<file path="src/rtl/twobit_mesh_row_unloader.sv">
// Unload side of the two-bit mesh: waits a fixed latency after the `high`
// rising edge, snapshots the flat mesh result into a frame buffer and then
// streams it out one row per valid/ready handshake.
module twobit_mesh_row_unloader #(
    parameter int COLS    = 26,
    parameter int ROWS    = 18,
    parameter int ROW_W   = 5,
    parameter int LATENCY = 4
) (
    input  logic                   clk,
    input  logic                   rst_n,
    input  logic                   high,
    input  logic [COLS*ROWS-1:0]   mesh_out,
    output logic [COLS-1:0]        rd_data,
    output logic [ROW_W-1:0]       rd_row,
    output logic                   rd_valid,
    input  logic                   rd_ready,
    output logic                   rd_last,
    output logic                   busy,
    output logic                   done,
    output logic                   overrun
);

    typedef enum logic [1:0] {
        ST_IDLE   = 2'd0,
        ST_WAIT   = 2'd1,
        ST_STREAM = 2'd2
    } state_t;

    localparam logic [ROW_W-1:0] LAST_ROW = ROW_W'(ROWS - 1);
    localparam logic [3:0]       LAT_C    = 4'(LATENCY);

    state_t                 state_q;
    state_t                 state_d;
    logic                   high_q;
    logic [3:0]             lat_cnt_q;
    logic [3:0]             lat_cnt_d;
    logic [ROW_W-1:0]       row_idx_q;
    logic [ROW_W-1:0]       row_idx_d;
    logic                   overrun_q;
    logic                   overrun_d;
    logic                   done_q;
    logic                   done_d;
    logic                   cap_s;
    logic                   start_s;
    logic [COLS*ROWS-1:0]   frame_q;
    logic [COLS-1:0]        rd_data_s;

    // Rising edge of the shared compute strobe; a held-high strobe starts once.
    assign start_s = high & ~high_q;

    // Control state, counters, strobe history and status flags.
    always_ff @(posedge clk or negedge rst_n) begin
        if (!rst_n) begin
            state_q   <= ST_IDLE;
            high_q    <= 1'b0;
            lat_cnt_q <= 4'd0;
            row_idx_q <= '0;
            overrun_q <= 1'b0;
            done_q    <= 1'b0;
        end else begin
            state_q   <= state_d;
            high_q    <= high;
            lat_cnt_q <= lat_cnt_d;
            row_idx_q <= row_idx_d;
            overrun_q <= overrun_d;
            done_q    <= done_d;
        end
    end

    // Frame buffer: mesh_out is sampled only on the capture edge.
    always_ff @(posedge clk or negedge rst_n) begin
        if (!rst_n) begin
            frame_q <= '0;
        end else if (cap_s) begin
            frame_q <= mesh_out;
        end else begin
            frame_q <= frame_q;
        end
    end

    // Next-state logic: latency count, capture, row sequencing, overrun.
    always_comb begin
        state_d   = state_q;
        lat_cnt_d = lat_cnt_q;
        row_idx_d = row_idx_q;
        overrun_d = overrun_q;
        done_d    = 1'b0;
        cap_s     = 1'b0;
        case (state_q)
            ST_IDLE: begin
                if (start_s) begin
                    state_d   = ST_WAIT;
                    lat_cnt_d = 4'd1;
                    overrun_d = 1'b0;
                end else begin
                    state_d   = ST_IDLE;
                end
            end
            ST_WAIT: begin
                // A second start while busy is only flagged, never acted on.
                if (start_s) begin
                    overrun_d = 1'b1;
                end else begin
                    overrun_d = overrun_q;
                end
                if (lat_cnt_q == LAT_C) begin
                    cap_s     = 1'b1;
                    row_idx_d = '0;
                    state_d   = ST_STREAM;
                end else begin
                    lat_cnt_d = lat_cnt_q + 4'd1;
                end
            end
            ST_STREAM: begin
                if (start_s) begin
                    overrun_d = 1'b1;
                end else begin
                    overrun_d = overrun_q;
                end
                if (rd_ready) begin
                    if (row_idx_q == LAST_ROW) begin
                        state_d   = ST_IDLE;
                        done_d    = 1'b1;
                        row_idx_d = '0;
                    end else begin
                        row_idx_d = row_idx_q + {{(ROW_W-1){1'b0}}, 1'b1};
                    end
                end else begin
                    row_idx_d = row_idx_q;
                end
            end
            default: begin
                state_d = ST_IDLE;
            end
        endcase
    end

    // Row mux from the frame buffer; forced to zero when no row is valid.
    always_comb begin
        if (state_q == ST_STREAM) begin
            rd_data_s = frame_q[int'(row_idx_q)*COLS +: COLS];
        end else begin
            rd_data_s = '0;
        end
    end

    assign rd_data  = rd_data_s;
    assign rd_row   = row_idx_q;
    assign rd_valid = (state_q == ST_STREAM);
    assign rd_last  = (state_q == ST_STREAM) && (row_idx_q == LAST_ROW);
    assign busy     = (state_q != ST_IDLE);
    assign done     = done_q;
    assign overrun  = overrun_q;

endmodule
</file>
<file path="config.mk">
export PLATFORM = sky130hd
export DESIGN_NAME = twobit_mesh_row_unloader
export DESIGN_NICKNAME = d
export VERILOG_FILES = /design/src/rtl/twobit_mesh_row_unloader.sv
export SDC_FILE = /design/constraint.sdc
export NUM_CORES = 1
export LEC_CHECK = 0
export BUFFER_PORTS_ARGS = -buffer_cell sky130_fd_sc_hd__buf_2
export CORE_UTILIZATION = 49
export DETAILED_ROUTE_END_ITERATION = 10
export GPL_TIMING_DRIVEN = 0
export PLACE_DENSITY = 0.76
export SLEW_MARGIN = 20
export SYNTH_ARGS = -nofsm -noshare
export SYNTH_HDL_FRONTEND = slang
export SYNTH_SLANG_ARGS = --single-unit
</file>
<file path="constraint.sdc">
create_clock -name clk -period 1.9 [get_ports clk]
set_input_delay 0.285 -clock clk [delete_from_list [all_inputs] [get_ports clk]]
set_output_delay 0.285 -clock clk [all_outputs]
set_load 0.01 [all_outputs]
</file>
Yosys cells after proc, flatten, opt, wreduce, memory -nomap -nowiden
Index checks and enable logic that the tools add are counted.
{"block": "word_totals", "reg_bits": 482, "out_inout_bits": 36, "elab_cells": 55}
{"block": "classes", "n_bitwise": 2, "multipliers": 1, "n_addsub": 2, "shifts": 1, "n_reduce_logical": 11, "n_eq_ne": 10, "muxes": 21}
{"cell": "468-bit by 11-bit indexed part select with 26-bit output", "n": 1}
{"cell": "26-bit 2-to-1 mux", "n": 1}
{"cell": "5-bit 2-to-1 mux", "n": 3}
{"cell": "3-bit AND reduction", "n": 4}
{"cell": "5-bit one-hot mux with 2 select lines", "n": 1}
{"cell": "5-bit by 4-bit multiplier with 9-bit output (second input constant)", "n": 1}
{"cell": "1-bit 2-to-1 mux", "n": 8}
{"cell": "4-bit 2-to-1 mux", "n": 2}
{"cell": "4-bit one-hot mux with 2 select lines", "n": 1}
{"cell": "2-bit nonzero test", "n": 4}
{"cell": "2-bit 2-to-1 mux", "n": 3}
{"cell": "2-bit by 1-bit inequality test with 1-bit output (second input constant)", "n": 3}
{"cell": "2-bit inequality test (second input constant)", "n": 3}
{"cell": "2-bit one-hot mux with 3 select lines", "n": 1}
{"cell": "5-bit by 1-bit adder with 5-bit output (second input constant)", "n": 1}
{"cell": "5-bit equality test (second input constant)", "n": 1}
{"cell": "4-bit by 1-bit adder with 4-bit output (second input constant)", "n": 1}
{"cell": "4-bit by 3-bit equality test with 1-bit output (second input constant)", "n": 1}
{"cell": "2-bit by 1-bit equality test with 1-bit output (second input constant)", "n": 1}
{"cell": "2-bit equality test (second input constant)", "n": 1}
{"cell": "2-bit zero test", "n": 1}
{"cell": "1-bit one-hot mux with 2 select lines", "n": 1}
{"cell": "2-bit OR reduction", "n": 1}
{"cell": "1-bit bitwise AND", "n": 1}
{"cell": "other kinds (2)", "n": 2}

Logic depth before layout (Yosys ltp)
{"block": "depth", "word_depth": 4, "depth_mapped": 8}

Worst setup path after synthesis
No wires, ideal clock.
{"block": "synth_path", "path_type": "register -> output", "from": "reg state_q[0]", "to": "out rd_data[13]", "setup_slack_ns": -0.094, "stages_incl_launch_ff": 8, "arrival_ns": 1.709, "t_required_ns": 1.615, "path_buffers": 2, "path_cell_list": "dfrtp_1 > inv_1 > ha_1 > buf_2 > nor3b_2 > clkbuf_1 > nand3_1 > o211ai_1"}
{"block": "synth_between", "elab_chain_cells": 2}
{"element": "start: declaration", "line_no": "33", "text": "state_t state_q;"}
{"element": "start signal: assignment", "line_no": "62", "text": "state_q <= state_d;"}
{"element": "2-bit equality test"}
{"element": "via rd_valid", "line_no": "16", "text": "output logic rd_valid,"}
{"element": "26-bit 2-to-1 mux", "line_no": "141", "text": "if (state_q == ST_STREAM) begin"}
{"element": "end: declaration", "line_no": "14", "text": "output logic [COLS-1:0] rd_data,"}
The timed path passes the listed nets, and every way through them passes these cells.

Final worst setup path
{"block": "layout_path", "from": "reg row_idx_q[0] (netlist: rd_row[0])", "to": "out rd_data[14]"}
{"block": "layout_between", "elab_chain_cells": 3}
{"element": "start: declaration", "line_no": "38", "text": "logic [ROW_W-1:0] row_idx_q;"}
{"element": "start signal: assignment", "line_no": "65", "text": "row_idx_q <= row_idx_d;"}
{"element": "5-bit by 4-bit multiplier with 9-bit output", "line_no": "142", "text": "rd_data_s = frame_q[int'(row_idx_q)*COLS +: COLS];"}
{"element": "468-bit by 11-bit indexed part select with 26-bit output", "line_no": "142"}
{"element": "26-bit 2-to-1 mux", "line_no": "141"}
Every way passes these cells.

==> flow_summary.json <==
{
  "finClkSkew_ns": 0.0307,
  "synth_seq_cells": 482,
  "vias": 24300,
  "core_um2": 44400,
  "hold_class": "in -> async",
  "worst_pin_slew_ns": 0.555,
  "synthFlopType": "dfrtp_1",
  "r2r_end": "frame_q[326]",
  "die_area_um2": 46100,
  "clockBufferDepth": 3,
  "setup_slack_ns": -1.03,
  "post_drt_wl_per_cell_um": 24.9,
  "power_density_nw_per_um2": 1010,
  "cts.sinks": 482,
  "die_x_um": 215,
  "end_kind": "primary output",
  "tritoncts": "done",
  "initial_utilization": 0.499,
  "setup_viol": 119,
  "netlist.area_leader.share": 0.544,
  "design_area_um2": 34200,
  "synth-async-reset-ratio": 1.00,
  "synth.net_count": 2953,
  "fmax_mhz": 342,
  "failed_checks": "negative setup slack",
  "combPwrFrac": 0.332,
  "hpwl_mm": 62.9,
  "drtIter0Drc": 3047,
  "rows": 77,
  "fill_cells": 2653,
  "final_nets": 4029,
  "seq_area_frac_synth": 0.544,
  "syn_area_per_cell_um2": 8.96,
  "critical_path.max_fanout": 7,
  "required_ns": 1.62,
  "synth-edff-count": 0,
  "die_h_um": 215,
  "timing_hold_violations_final": 0,
  "cts_made_buffers": 51,
  "switching_power_mw": 11.6,
  "relSlewSlack": 0.630,
  "power_leakage_nw": 15.7,
  "place_congestion": 0.957,
  "r2r_setup_slack_ns": -0.10,
  "drive_gt1_frac": 0.275,
  "ctsHtreeMaxLevel": 2,
  "grt_pass1_vias": 24600,
  "worstSkewPairLatency_ns": 0.62,
  "route.detailed.drc": 0,
  "syn-cell-area_um2": 22200,
  "power_mw": 34.6,
  "postPlaceCellArea_um2": 25600,
  "fin_tns_setup_ns": -26.76,
  "p_int_mw": 23.0,
  "rr_worst_depth": 8,
  "min_period_over_period": 1.54,
  "vdd_drop_max_uv": 643,
  "yosys.area.top_type": "dfrtp_1",
  "synthCells": 2474,
  "ctsRootBufferMaster": "clkbuf_16",
  "period_minus_slack_ns": 2.93,
  "ys_top_cells_by_area": "dfrtp_1, nand2_1, mux2i_1, mux4_2, buf_2",
  "antenna_left": 0,
  "wl_mm": 104,
  "numPlacedInstances": 3578,
  "swShare": 0.336,
  "drv_slew": 0,
  "overflow": 0,
  "grt_antenna_before_repair": 4,
  "rsz0062_at_grt": "yes",
  "grt_usage": 0.432,
  "firstDrtPassIters": 8,
  "r2r_start": "lat_cnt_q[1]",
  "layoutNonFillerInstCount": 4180,
  "grt_max_degree": 103,
  "seqPwrFrac": 0.380,
  "cts.clk_slew.worst_paths_ns": 0.06,
  "crit_arrival_ns": 2.64,
  "area_growth_pct": 54.3,
  "p_clk_frac": 0.288,
  "startpoint_type": "flop",
  "path_class": "reg -> out",
  "port_buffers": 507,
  "yosysMostFrequentCell": "nand2_1",
  "synth_warnings": 0,
  "cap_violations": 0,
  "place_worst_setup_slack_ns": -0.754,
  "outcome": "finished with violations",
  "via_per_inst": 5.83,
  "synthTopCellsByCount": "nand2_1, dfrtp_1, mux2i_1, buf_2, a22oi_1",
  "io-pin-count": 508,
  "synth.distinct_cells": 34,
  "grt_pass1_wl_mm": 148
}
## cell families (layout without fill, tap and decap cells)
kind of cell / after synthesis / in the layout / share of synthesized area
muxes: 219 / 219 / 0.118
DFF: 482 / 482 / 0.544
adders and majority gates: 7 / 7 / 0.00395
buffers and inverters: 166 / 1275 / 0.0393
other: 0 / 4 / 0
AOI/OAI and AO/OA: 116 / 116 / 0.0375
and+or+nand+nor: 1484 / 1485 / 0.257
## metrics by stage
step	hold slack, ns	util
after global placement	0.422	0.573
after CTS	0.00220	0.747
after global routing	0.203	0.770
after floorplan	-0.0106	-
after detailed placement	0.194	0.577
final	0.178	0.770
## worst max-delay path by stage
| stage | slack, ns | to | start | cells past startpoint |
|---|---|---|---|---|
| after global placement | -8.89 | frame_q[381] | rst_n | 1 |
| after floorplan | 0.005 | rd_data[24] | state_q[0] | 6 |
| after global routing | -1.03 | rd_data[18] | rd_row[0] | 6 |
| after CTS | -0.95 | rd_data[13] | rd_row[0] | 8 |
| final | -1.03 | rd_data[14] | rd_row[0] | 6 |
| after detailed placement | -0.75 | rd_data[17] | rd_row[1] | 6 |
## power by group through the flow
stage	clock network [mW]	registers (mW)	logic, mW
2_1_floorplan	0	12.8	4.69
3_3_place_gp	0	13.0	7.60
3_5_place_dp	0	13.1	7.80
4_1_cts	9.90	13.0	9.87
5_1_grt	10.3	13.3	12.0
6_report	9.99	13.1	11.5
## area by class of cell
type	instances	area, um^2	area share
sequential	482	12100	0.353
multi-input combinational	1827	10300	0.301
timing repair buffer	1023	7900	0.231
clock buffer	75	1530	0.0447
buffer	155	1510	0.0442
tap	592	741	0.0217
clock inverter	12	103	0.00300
inverter	10	46.3	0.00135
antenna	4	10.0	0.000293
## sequential cells by signal, summed over array words and instances, names as in the netlist
register and cells:
state_q 2, done 1, rd_row 5, high_q 1
overrun 1, lat_cnt_q 4, frame_q 468
## layout by cell type (no fill, tap or decap), types with 28 or more instances in the layout
cell,synthesis,final
mux2i_1,185,124
a22oi_2,0,39
dlygate4sd3_1,0,471
buf_2,112,519
mux4_2,34,34
mux2i_4,0,34
dfrtp_1,482,481
clkbuf_16,0,61
clkbuf_4,0,28
nand2_1,1419,1413
buf_4,21,79
## repair_timing
action,in CTS,in global routing
resized for setup,256,223
hold endpoints to repair,662,1
setup buffers,14,16
cloned,1,10
pin swaps,32,36
hold buffers,470,1
endpoints found under the setup margin,505,595
## layer usage
layer | track usage | wire, um | share of wire
met5 | 0 | 10 | 0.000096
met4 | 0.295 | 8880 | 0.085
met3 | 0.106 | 11300 | 0.11
met2 | 0.700 | 48000 | 0.46
met1 | 0.508 | 35700 | 0.34
## worst max-delay path, stage by stage, from the launching register on
cell       delay (ns)
dfrtp_1          0.43
buf_12           0.19
clkbuf_16        0.17
mux4_2           0.60
mux2i_4          0.28
o221ai_2         0.17
buf_2            0.17
Power figures use the tool's default switching activity.
